--- config.mk ---
export PLATFORM = sky130hd
export DESIGN_NAME = p09_paddle_controller
export DESIGN_NICKNAME = d
export VERILOG_FILES = /design/src/rtl/p09_pkg.sv /design/src/rtl/p09_sync2.sv /design/src/rtl/p09_paddle_controller.sv
export SDC_FILE = /design/constraint.sdc
export NUM_CORES = 1
export LEC_CHECK = 0
export CAP_MARGIN = 20
export CELL_PAD_IN_SITES_DETAIL_PLACEMENT = 2
export CELL_PAD_IN_SITES_GLOBAL_PLACEMENT = 2
export CORE_UTILIZATION = 25
export CTS_CLUSTER_SIZE = 24
export DETAILED_ROUTE_END_ITERATION = 10
export GPL_TIMING_DRIVEN = 0
export PLACE_DENSITY = 0.71
export SKIP_CTS_REPAIR_TIMING = 1
export SLEW_MARGIN = 30
export SYNTH_ARGS = -nofsm -noshare
export SYNTH_HDL_FRONTEND = slang
export SYNTH_HIERARCHICAL = 1
export SYNTH_SLANG_ARGS = --single-unit
export TNS_END_PERCENT = 20
--- constraint.sdc ---
create_clock -name clk -period 3.94 [get_ports clk]
set_input_delay 0.788 -clock clk [delete_from_list [all_inputs] [get_ports clk]]
set_output_delay 0.788 -clock clk [all_outputs]
set_load 0.01 [all_outputs]
--- src/rtl/p09_pkg.sv ---
// Shared constants and state types for the breakout paddle controller and painter.
// Geometry lives here so both stages agree on paddle size and screen limits.
package p09_pkg;

    localparam int SCREEN_WIDTH         = 640;
    localparam int PADDLE_SEGMENT_WIDTH = 8;
    localparam int PADDLE_NUM_SEGMENTS  = 6;
    localparam int PADDLE_WIDTH         = PADDLE_SEGMENT_WIDTH * PADDLE_NUM_SEGMENTS;
    localparam int PADDLE_Y             = 440;
    localparam int V_VISIBLE            = 480;

    // Rightmost legal left-edge position of the paddle.
    localparam int X_MAX = SCREEN_WIDTH - PADDLE_WIDTH;

    typedef enum logic [1:0] {
        IDLE   = 2'd0,
        MOVE_L = 2'd1,
        MOVE_R = 2'd2
    } paddle_state_t;

endpackage

--- src/rtl/p09_sync2.sv ---
// Generic two-flop synchroniser for bringing an asynchronous level into the clk domain.
module p09_sync2 (
    input  logic clk,
    input  logic nRst,
    input  logic i_d,
    output logic o_q
);

    logic r_meta;
    logic r_q;

    always_ff @(posedge clk or negedge nRst) begin
        if (!nRst) begin
            r_meta <= 1'b0;
            r_q    <= 1'b0;
        end else begin
            r_meta <= i_d;
            r_q    <= r_meta;
        end
    end

    assign o_q = r_q;

endmodule

--- src/rtl/p09_paddle_controller.sv ---
// Converts left/right buttons into the paddle's left-edge x, with acceleration and
// screen clamping; x only moves once per frame, during vertical blanking.
module p09_paddle_controller
    import p09_pkg::*;
#(
    parameter int         X_INIT       = 296,
    parameter logic [8:0] UPDATE_LINE  = 9'd480,
    parameter int         SPEED_MIN    = 1,
    parameter int         SPEED_MAX    = 8,
    parameter int         ACCEL_FRAMES = 4
) (
    input  logic       clk,
    input  logic       nRst,
    input  logic       i_btn_left,
    input  logic       i_btn_right,
    input  logic       i_recentre,
    input  logic [9:0] i_hpos,
    input  logic [8:0] i_vpos,
    output logic [9:0] o_x,
    output logic       o_moving,
    output logic       o_dir
);

    localparam int         ACC_W    = (ACCEL_FRAMES > 1) ? $clog2(ACCEL_FRAMES) : 1;
    localparam logic [3:0] SPD_MIN  = 4'(SPEED_MIN);
    localparam logic [3:0] SPD_MAX  = 4'(SPEED_MAX);
    localparam logic [ACC_W-1:0] ACC_LAST = ACC_W'(ACCEL_FRAMES - 1);
    localparam logic [9:0]  X_RESET = 10'(X_INIT);
    localparam logic [10:0] X_LIMIT = 11'(X_MAX);

    paddle_state_t    r_state;
    logic [3:0]       r_speed;
    logic [ACC_W-1:0] r_accCnt;
    logic [9:0]       r_x;
    logic             r_moving;
    logic             r_dir;
    logic             r_recentrePend;

    logic             w_left;
    logic             w_right;

    p09_sync2 u_syncLeft (
        .clk  (clk),
        .nRst (nRst),
        .i_d  (i_btn_left),
        .o_q  (w_left)
    );

    p09_sync2 u_syncRight (
        .clk  (clk),
        .nRst (nRst),
        .i_d  (i_btn_right),
        .o_q  (w_right)
    );

    logic             w_upd;
    logic             w_doRecentre;
    logic             w_reqLeft;
    logic             w_reqRight;
    logic             w_sameDir;
    logic             w_accWrap;
    logic [3:0]       w_accelSpeed;
    logic [3:0]       w_stepSpeed;
    logic [ACC_W-1:0] w_accNext;
    logic [10:0]      w_x11;
    logic [10:0]      w_spd11;
    logic [10:0]      w_rightSum;
    logic             w_leftClamp;
    logic             w_rightClamp;
    logic             w_clamp;
    logic [9:0]       w_leftX;
    logic [9:0]       w_rightX;
    logic [9:0]       w_newX;

    assign w_upd        = (i_hpos == 10'd0) && (i_vpos == UPDATE_LINE);
    assign w_doRecentre = r_recentrePend || i_recentre;
    assign w_reqLeft    = w_left && !w_right;
    assign w_reqRight   = w_right && !w_left;

    // Acceleration: the step uses the bumped speed on the update where the counter wraps.
    assign w_sameDir    = ((r_state == MOVE_L) && w_reqLeft) || ((r_state == MOVE_R) && w_reqRight);
    assign w_accWrap    = w_sameDir && (r_accCnt == ACC_LAST);
    assign w_accelSpeed = (r_speed >= SPD_MAX) ? SPD_MAX : r_speed + 4'd1;
    assign w_stepSpeed  = !w_sameDir ? SPD_MIN : (w_accWrap ? w_accelSpeed : r_speed);
    assign w_accNext    = (w_sameDir && !w_accWrap) ? r_accCnt + 1'b1 : '0;

    assign w_x11        = {1'b0, r_x};
    assign w_spd11      = {7'd0, w_stepSpeed};
    assign w_rightSum   = w_x11 + w_spd11;
    assign w_leftClamp  = w_x11 < w_spd11;
    assign w_rightClamp = w_rightSum > X_LIMIT;
    assign w_leftX      = w_leftClamp ? 10'd0 : r_x - {6'd0, w_stepSpeed};
    assign w_rightX     = w_rightClamp ? X_LIMIT[9:0] : w_rightSum[9:0];
    assign w_clamp      = w_reqLeft ? w_leftClamp : w_rightClamp;
    assign w_newX       = w_reqLeft ? w_leftX : w_rightX;

    // Recentre requests are latched at any time but only acted on at the frame update.
    always_ff @(posedge clk or negedge nRst) begin
        if (!nRst) begin
            r_state        <= IDLE;
            r_speed        <= SPD_MIN;
            r_accCnt       <= '0;
            r_x            <= X_RESET;
            r_moving       <= 1'b0;
            r_dir          <= 1'b0;
            r_recentrePend <= 1'b0;
        end else begin
            if (i_recentre) begin
                r_recentrePend <= 1'b1;
            end
            if (w_upd) begin
                r_recentrePend <= 1'b0;
                if (w_doRecentre) begin
                    r_state  <= IDLE;
                    r_speed  <= SPD_MIN;
                    r_accCnt <= '0;
                    r_x      <= X_RESET;
                    r_moving <= 1'b0;
                end else if (!w_reqLeft && !w_reqRight) begin
                    r_state  <= IDLE;
                    r_speed  <= SPD_MIN;
                    r_accCnt <= '0;
                    r_moving <= 1'b0;
                end else begin
                    r_state  <= w_reqLeft ? MOVE_L : MOVE_R;
                    r_x      <= w_newX;
                    r_speed  <= w_clamp ? SPD_MIN : w_stepSpeed;
                    r_accCnt <= w_clamp ? '0 : w_accNext;
                    r_moving <= (w_newX != r_x);
                    if (w_newX != r_x) begin
                        r_dir <= w_reqRight;
                    end
                end
            end
        end
    end

    assign o_x      = r_x;
    assign o_moving = r_moving;
    assign o_dir    = r_dir;

endmodule

==> results by group, run 1 <==
Synth
  – Synth Flop Type: dfrtp_1
  – XOR/XNOR share of the synthesized area: 3.72%
  – Netlist cell types: between 70 and 80
  – Compound-cell area share of the yosys netlist: between 20% and 30%
  – Post-synthesis adder-cell area fraction: a little under a tenth
  – Ys Warns: 6
  – Synthesized Nets: roughly 310
  – Async set or reset register ratio after synthesis: between 90% and 100%
  – Cell area after synthesis: roughly 2400 sq um
  – Largest family of logic cells by synthesized area: compound AO/OA/AOI/OAI gates
  – Syn_area_per_cell: around 8.7 sq um
  – Synth Instances: 271
  – Post-synth EDFFs: 0
  – Sequential fraction of the synthesis area: between 20% and 30%
  – Mux cell area share after synthesis: 1.96%
  – Yosys reg bits: 25
  – Post-synthesis simple-gate area fraction: 23.4%

Timing
  – Period utilisation layout: 106%
  – Hold_ws: approximately 360 ps
  – Skew final: ~8.5 ps
  – Max-slew violation count: 0
  – Setup slack after layout: -245 ps
  – Final min period: 4180 ps
  – Final setup fails: 3
  – Slew HR: roughly half
  – Setup TNS: -366 ps
  – Endpoints failing hold: 0
  – Max Freq: approximately 240 MHz
  – RSZ-0062 raised after global routing: yes
  – Slew @ Worst Pin: between 700 and 800 ps

Clocking
  – H-tree Lvls: 1
  – Clk buf depth: 2
  – Worst skew pair latency: approximately 280 ps
  – Clock transition at path regs: 100 ps
  – CTS tree: built
  – CTS Sinks: 25
  – Root Driver: clkbuf_8
  – Total CTS buffers: 3

Global routing
  – Vias in the first global route: between 2000 and 3000
  – Initial antenna violation count: 0
  – Largest net degree at the start of global routing: 26
  – GRT Total Usage: 17.2%
  – First-pass GRT wire length: between 10000 and 15000 um
  – Total grt overflow: 0

Drt
  – Vias/cell: approximately 5.3
  – DR WL/cell: ~20 um
  – DR top layer: met4
  – DR WL met2: between 4000 and 5000 um
  – Residual DRC count: 0
  – Via Count: 2391
  – Starting DRT DRC Count: between 40 and 50
  – DR WL met3: around 160 um
  – WL final: 8840 um
  – Routed Antenna Nets: 0
  – Met1 wire length: 3890 um
  – First drt pass iteration count: 4

Final layout
  – Area growth syn-to-layout: 44.3%
  – Layout Nets: around 380
  – Most frequent cells in the layout: 34 x clkdlybuf4s50_1, 28 x buf_4, 25 x nor2_1, 24 x nand2_1, 21 x dfrtp_1
  – Inserted Diodes: 0
  – Share of layout cells above drive strength 1: 32.0%
  – Register area: roughly 630 sq um
  – Most common cell after layout, fill and taps aside: clkdlybuf4s50_1
  – # fillers: between 1000 and 1500
  – Combined area of the multi-input logic cells: roughly 1800 sq um

Setup path
  – Worst Path Required: ~4000 ps
  – CP arrival: between 4000 and 5000 ps
  – Worst path max stage delay: between 400 and 500 ps
  – Slowest-stage cell, CP: a2111oi_4
  – Setup crit start kind: flop
  – CP top delay family: compound AO/OA/AOI/OAI gates
  – CP Max Fanout: 8
  – Crit Path Category: flop to flop
  – Ordered list of cells on the worst path: buf_6 -> ha_4 -> buf_12 -> a31oi_4 -> buf_6 -> nor2b_4 -> inv_4 -> ha_4 -> nor2b_1 -> o211ai_1 -> buf_4 -> a2111oi_4 -> nor3_4 -> a31oi_4 -> buf_6 -> a2bb2oi_4 -> xor2_2 -> a41oi_2 -> mux2_4
  – Crit-path most repeated cell: buf_6
  – Crit path buffers/inverters: 6
  – Crit end category: flop

Die
  – Die span in x: a little under 100 um
  – Die Ht: between 90 and 100 um
  – Starting Density: 25.6%
  – Rows: 35
  – CORE AREA: between 9000 and 10000 sq um
  – IO Count: 36
  – Die area: between 9000 and 10000 sq um

Flow run
  – Max cap viols: 0

Placed design
  – Final HPWL DP: around 6500 um
  – RePlAce Congestion: a little under 0.8
  – I/O Buffers: 35

Pwr
  – PwrDens: 144 nW/um^2
  – Lkg Pwr: between 1 and 1.5 nW
  – Max VDD drop: 0.000151 V

Status
  – Status: finished with violations
  – Failing checks: setup timing

Min path
  – Worst Hold Class: flop to flop
[Yosys cell counts (2+ instances only)]
library cell | instances | area (sq um)
a22o_1 | 2 | 17.5
ha_1 | 14 | 175
nand2b_1 | 5 | 31.3
mux2i_1 | 2 | 20.0
inv_2 | 3 | 11.3
o31a_1 | 2 | 17.5
o211ai_1 | 4 | 30.0
o22ai_1 | 3 | 18.8
a2111oi_2 | 2 | 30.0
a21oi_1 | 12 | 60.1
buf_2 | 3 | 15.0
o31ai_1 | 3 | 22.5
clkbuf_1 | 3 | 11.3
nor3_1 | 10 | 50.1
nor2b_1 | 4 | 25.0
o21ai_2 | 2 | 17.5
and4_1 | 2 | 17.5
or3_4 | 2 | 22.5
inv_1 | 16 | 60.1
xor2_1 | 2 | 17.5
nand4_1 | 3 | 18.8
o21ai_0 | 19 | 95.1
a31o_1 | 2 | 17.5
nor4_1 | 4 | 25.0
o311a_1 | 2 | 20.0
a31oi_1 | 2 | 12.5
dfrtp_1 | 21 | 526
a41oi_1 | 4 | 35.0
xnor2_1 | 8 | 70.1
dfstp_2 | 4 | 105
a21o_2 | 2 | 17.5
nor2_1 | 26 | 97.6
nand2_1 | 24 | 90.1
a32o_1 | 2 | 20.0
and2_1 | 2 | 12.5
nand3_1 | 9 | 45.0
fa_1 | 2 | 40.0
o21a_1 | 2 | 15.0
nor2_2 | 3 | 18.8
[where the power goes]
group | total [mW] | internal, mW | switching, mW | leakage, nW
registers | 0.260 | 0.259 | 0.00160 | 0.305
logic | 0.0702 | 0.0391 | 0.0312 | 0.992
clock network | 0.159 | 0.0718 | 0.0871 | 0.0217
total | 0.489 | 0.370 | 0.120 | 1.32
[state kept, by name (all words and copies together), names as in the netlist]
name                flops
r_accCnt                2
o_x                    10
u_syncLeft/r_meta       1
u_syncLeft/o_q          1
r_recentrePend          1
u_syncRight/o_q         1
u_syncRight/r_meta      1
r_state                 2
o_dir                   1
r_speed                 4
o_moving                1
[worst paths after layout]
kind / start / end / slack [ps] / depth (start not counted)
worst max-delay path: u_syncLeft/o_q / o_dir / -240 / 19
worst min-delay path: u_syncLeft/r_meta / u_syncLeft/o_q / 360 / 0
worst max register to register: u_syncLeft/o_q / o_dir / -240 / 19
worst min register to register: u_syncLeft/r_meta / u_syncLeft/o_q / 360 / 0
max in group asynchronous: nRst / o_x[3] / 3050 / 1
min in group asynchronous: nRst / o_x[6] / 490 / 1
[worst register-to-register path, stage by stage (launching register included)]
cell and delay, ps:
dfrtp_1 420, buf_6 130, ha_4 160, buf_12 120
a31oi_4 260, buf_6 150, nor2b_4 40, inv_4 70
ha_4 200, nor2b_1 130, o211ai_1 230, buf_4 220
a2111oi_4 450, nor3_4 140, a31oi_4 310, buf_6 150
a2bb2oi_4 190, xor2_2 90, a41oi_2 290, mux2_4 320
[routing by layer]
layer  up-vias  track usage [%]
li1       1132                -
met1      1213             21.7
met2        39             31.9
met3         7             1.34
met4         0             3.85
met5         -                0
[cells by family after synthesis]
group,after synthesis
multiplexers,4
AO/OA/AOI/OAI,85
XOR/XNOR,10
adder cells (fa/ha/maj),16
buffers and inverters,27
flip-flops,25
AND/OR/NAND/NOR,104
[final cells by class]
type / count / share of cell area (%)
clock inverter: 1 / 0.221
multi-input combinational: 219 / 54.3
inverter: 19 / 2.24
timing repair buffer: 66 / 17.3
tap: 111 / 4.08
clock buffer: 3 / 1.21
buffer: 8 / 2.06
sequential: 25 / 18.5
[per-stage QoR]
stage | cell area [sq um] | util [%] | std cells | power, mW | worst slack, ps
floorplan | 2360 | - | 271 | 0.284 | 74.7
global placement | 2850 | 31.0 | 417 | 0.319 | -839
detailed placement | 2840 | 30.9 | 417 | 0.320 | -899
CTS | 2890 | 31.4 | 421 | 0.482 | -900
global route | 3400 | 37.0 | 452 | 0.512 | -465
finish | 3400 | 37.0 | 452 | 0.489 | -245
Note: power is estimated with default switching activity, not from simulation.
==> run 2, diff against run 1 <==
==> constraint.sdc (replaced) <==
create_clock -name clk -period 3.94 [get_ports clk]
set_input_delay 0.788 -clock clk [delete_from_list [all_inputs] [get_ports clk]]
set_output_delay 0.788 -clock clk [all_outputs]
set_load 0.005 [all_outputs]
==> results of run 2 <==
The final DEF is identical to that of run 1. Status: finished with violations: setup timing.
==> run 3, diff against run 2 <==
PLACE_DENSITY = 0.73   (was 0.71)
==> run 3 against run 2 <==
Against the previous run: the flow still finishes with violations (setup timing); first-iteration DRC count rose by 23%; design area fell by 1.1%; maximum frequency rose by 0.23%; largest power group unchanged; power fell by 1.7%; combinational power fell by 9.4%; flip-flop and latch count did not move; register-to-register slack barely moved; clock skew fell by 1.5 ps; die area did not move; largest cell class unchanged; worst setup slack improved by 9.7 ps; critical path depth fell by 1; cell count fell by 1.1%.
==> results by group, run 3 (synthesis gave the netlist of run 1 again) <==
Status
  – Status: finished with violations
  – Failing checks: setup timing

Timing
  – Endpoints failing hold: 0
  – Final setup fails: 2
  – Slew @ Worst Pin: roughly 730 ps
  – Max-slew violation count: 0
  – Skew final: 7.03 ps
  – RSZ-0062 raised after global routing: yes
  – Setup slack after layout: -235 ps
  – Period utilisation layout: 106%
  – Setup TNS: -353 ps
  – Slew HR: 50.9%
  – Max Freq: around 240 MHz
  – Final min period: roughly 4200 ps

Clocking
  – Worst skew pair latency: 270 ps
  – Root Driver: clkbuf_8
  – Total CTS buffers: 3
  – Clock transition at path regs: 90 ps
  – H-tree Lvls: 1
  – Clk buf depth: 2
  – CTS tree: built
  – CTS Sinks: 25

Setup path
  – Worst path max stage delay: about 480 ps
  – Slowest-stage cell, CP: fa_1
  – Levels on crit path: 18
  – CP Max Fanout: 10
  – Worst Path Required: around 4100 ps
  – Crit path buffers/inverters: 3
  – Crit Path Category: flop to flop
  – CP top delay family: compound AO/OA/AOI/OAI gates
  – Crit-path most repeated cell: o21ai_4
  – Ordered list of cells on the worst path: inv_2 -> ha_4 -> buf_12 -> a31oi_4 -> nand2b_4 -> ha_1 -> inv_1 -> fa_1 -> a21oi_4 -> o21ai_4 -> o21ai_4 -> nor2_1 -> a31o_1 -> a41oi_1 -> mux2i_1 -> xnor2_1 -> a41oi_2 -> mux2_4
  – CP arrival: between 4000 and 5000 ps
  – Crit end category: flop
  – R2r worst-path depth: 18
  – Setup crit start kind: flop

Global routing
  – Initial antenna violation count: 0
  – Total grt overflow: 0
  – Vias in the first global route: ~2600
  – First-pass GRT wire length: around 13000 um
  – GRT Total Usage: 17.2%
  – Largest net degree at the start of global routing: 26

Final layout
  – Most frequent cells in the layout: 34 x clkdlybuf4s50_1, 25 x nor2_1, 25 x buf_4, 24 x nand2_1, 21 x dfrtp_1
  – Area growth syn-to-layout: 42.7%
  – Layout Nets: between 300 and 400
  – Non-filler instance count after layout: 447
  – Combined area of the multi-input logic cells: about 1800 sq um
  – Register area: 631 sq um
  – Share of layout cells above drive strength 1: a little under a third
  – # fillers: between 1000 and 1500
  – Most common cell after layout, fill and taps aside: clkdlybuf4s50_1
  – Max reg flops: 10
  – Area of all placed cells without fillers: 3360 sq um
  – Inserted Diodes: 0

Drt
  – Routed Antenna Nets: 0
  – Via Count: between 2000 and 2500
  – DR WL/cell: 19.2 um
  – Starting DRT DRC Count: 59
  – Vias/cell: 5.36
  – WL final: roughly 8600 um
  – Residual DRC count: 0
  – First drt pass iteration count: 4

Die
  – Die area: about 9800 sq um
  – CORE AREA: ~9200 sq um
  – Die span in x: between 90 and 100 um
  – Starting Density: roughly 26%
  – Die Ht: 99.1 um
  – Rows: 35
  – IO Count: 36

Pwr
  – PwrDens: around 140 nW/um^2
  – Max VDD drop: roughly 0.00021 V
  – Power Total: just under 0.5 mW
  – Lkg Pwr: ~1.3 nW

Min path
  – Hold depth: 0
  – Worst Hold Class: flop to flop

Placed design
  – Final HPWL DP: about 6600 um
  – Cells after DPL: around 420
  – RePlAce Congestion: 0.798
  – I/O Buffers: 35
  – DP Area: between 2000 and 3000 sq um

Flow run
  – Max cap viols: 0
-- run 3: worst paths after layout --
path                                          from              end  slack, ps
min in group asynchronous                     nRst           o_x[6]        500
max in group asynchronous                     nRst       r_speed[2]       3040
worst max register to register     u_syncRight/o_q            o_dir       -230
worst min register to register  u_syncRight/r_meta  u_syncRight/o_q        360
worst max-delay path               u_syncRight/o_q            o_dir       -230
worst min-delay path            u_syncRight/r_meta  u_syncRight/o_q        360
-- run 3: routing by layer --
metal	global-route usage (%)	vias to the layer above	share of wire, %
li1	-	1128	-
met1	21.3	1216	43
met2	31.7	44	53
met3	1.55	10	2.9
met4	4.86	0	1.3
met5	0	-	0
-- run 3: final cells by class --
class	count	area share (%)
timing repair buffer	61	16.4
tap	111	4.13
clock buffer	3	1.23
buffer	8	2.19
sequential	25	18.7
clock inverter	1	0.223
inverter	19	2.42
multi-input combinational	219	54.6
-- run 3: report_power, final --
group / internal, mW / total [mW] / switching [mW] / leakage [nW]
Combinational: 0.0345 / 0.0636 / 0.0291 / 0.969
Sequential: 0.259 / 0.260 / 0.00183 / 0.305
Clock: 0.0717 / 0.157 / 0.0853 / 0.0217
-- run 3: stage by stage --
step	utilization [%]	setup WS (ps)	hold WS [ps]
floorplan	-	74.7	331
global placement	31.0	-825	333
detailed placement	30.9	-951	337
CTS	31.4	-971	360
global route	36.6	-386	380
finish	36.6	-235	365
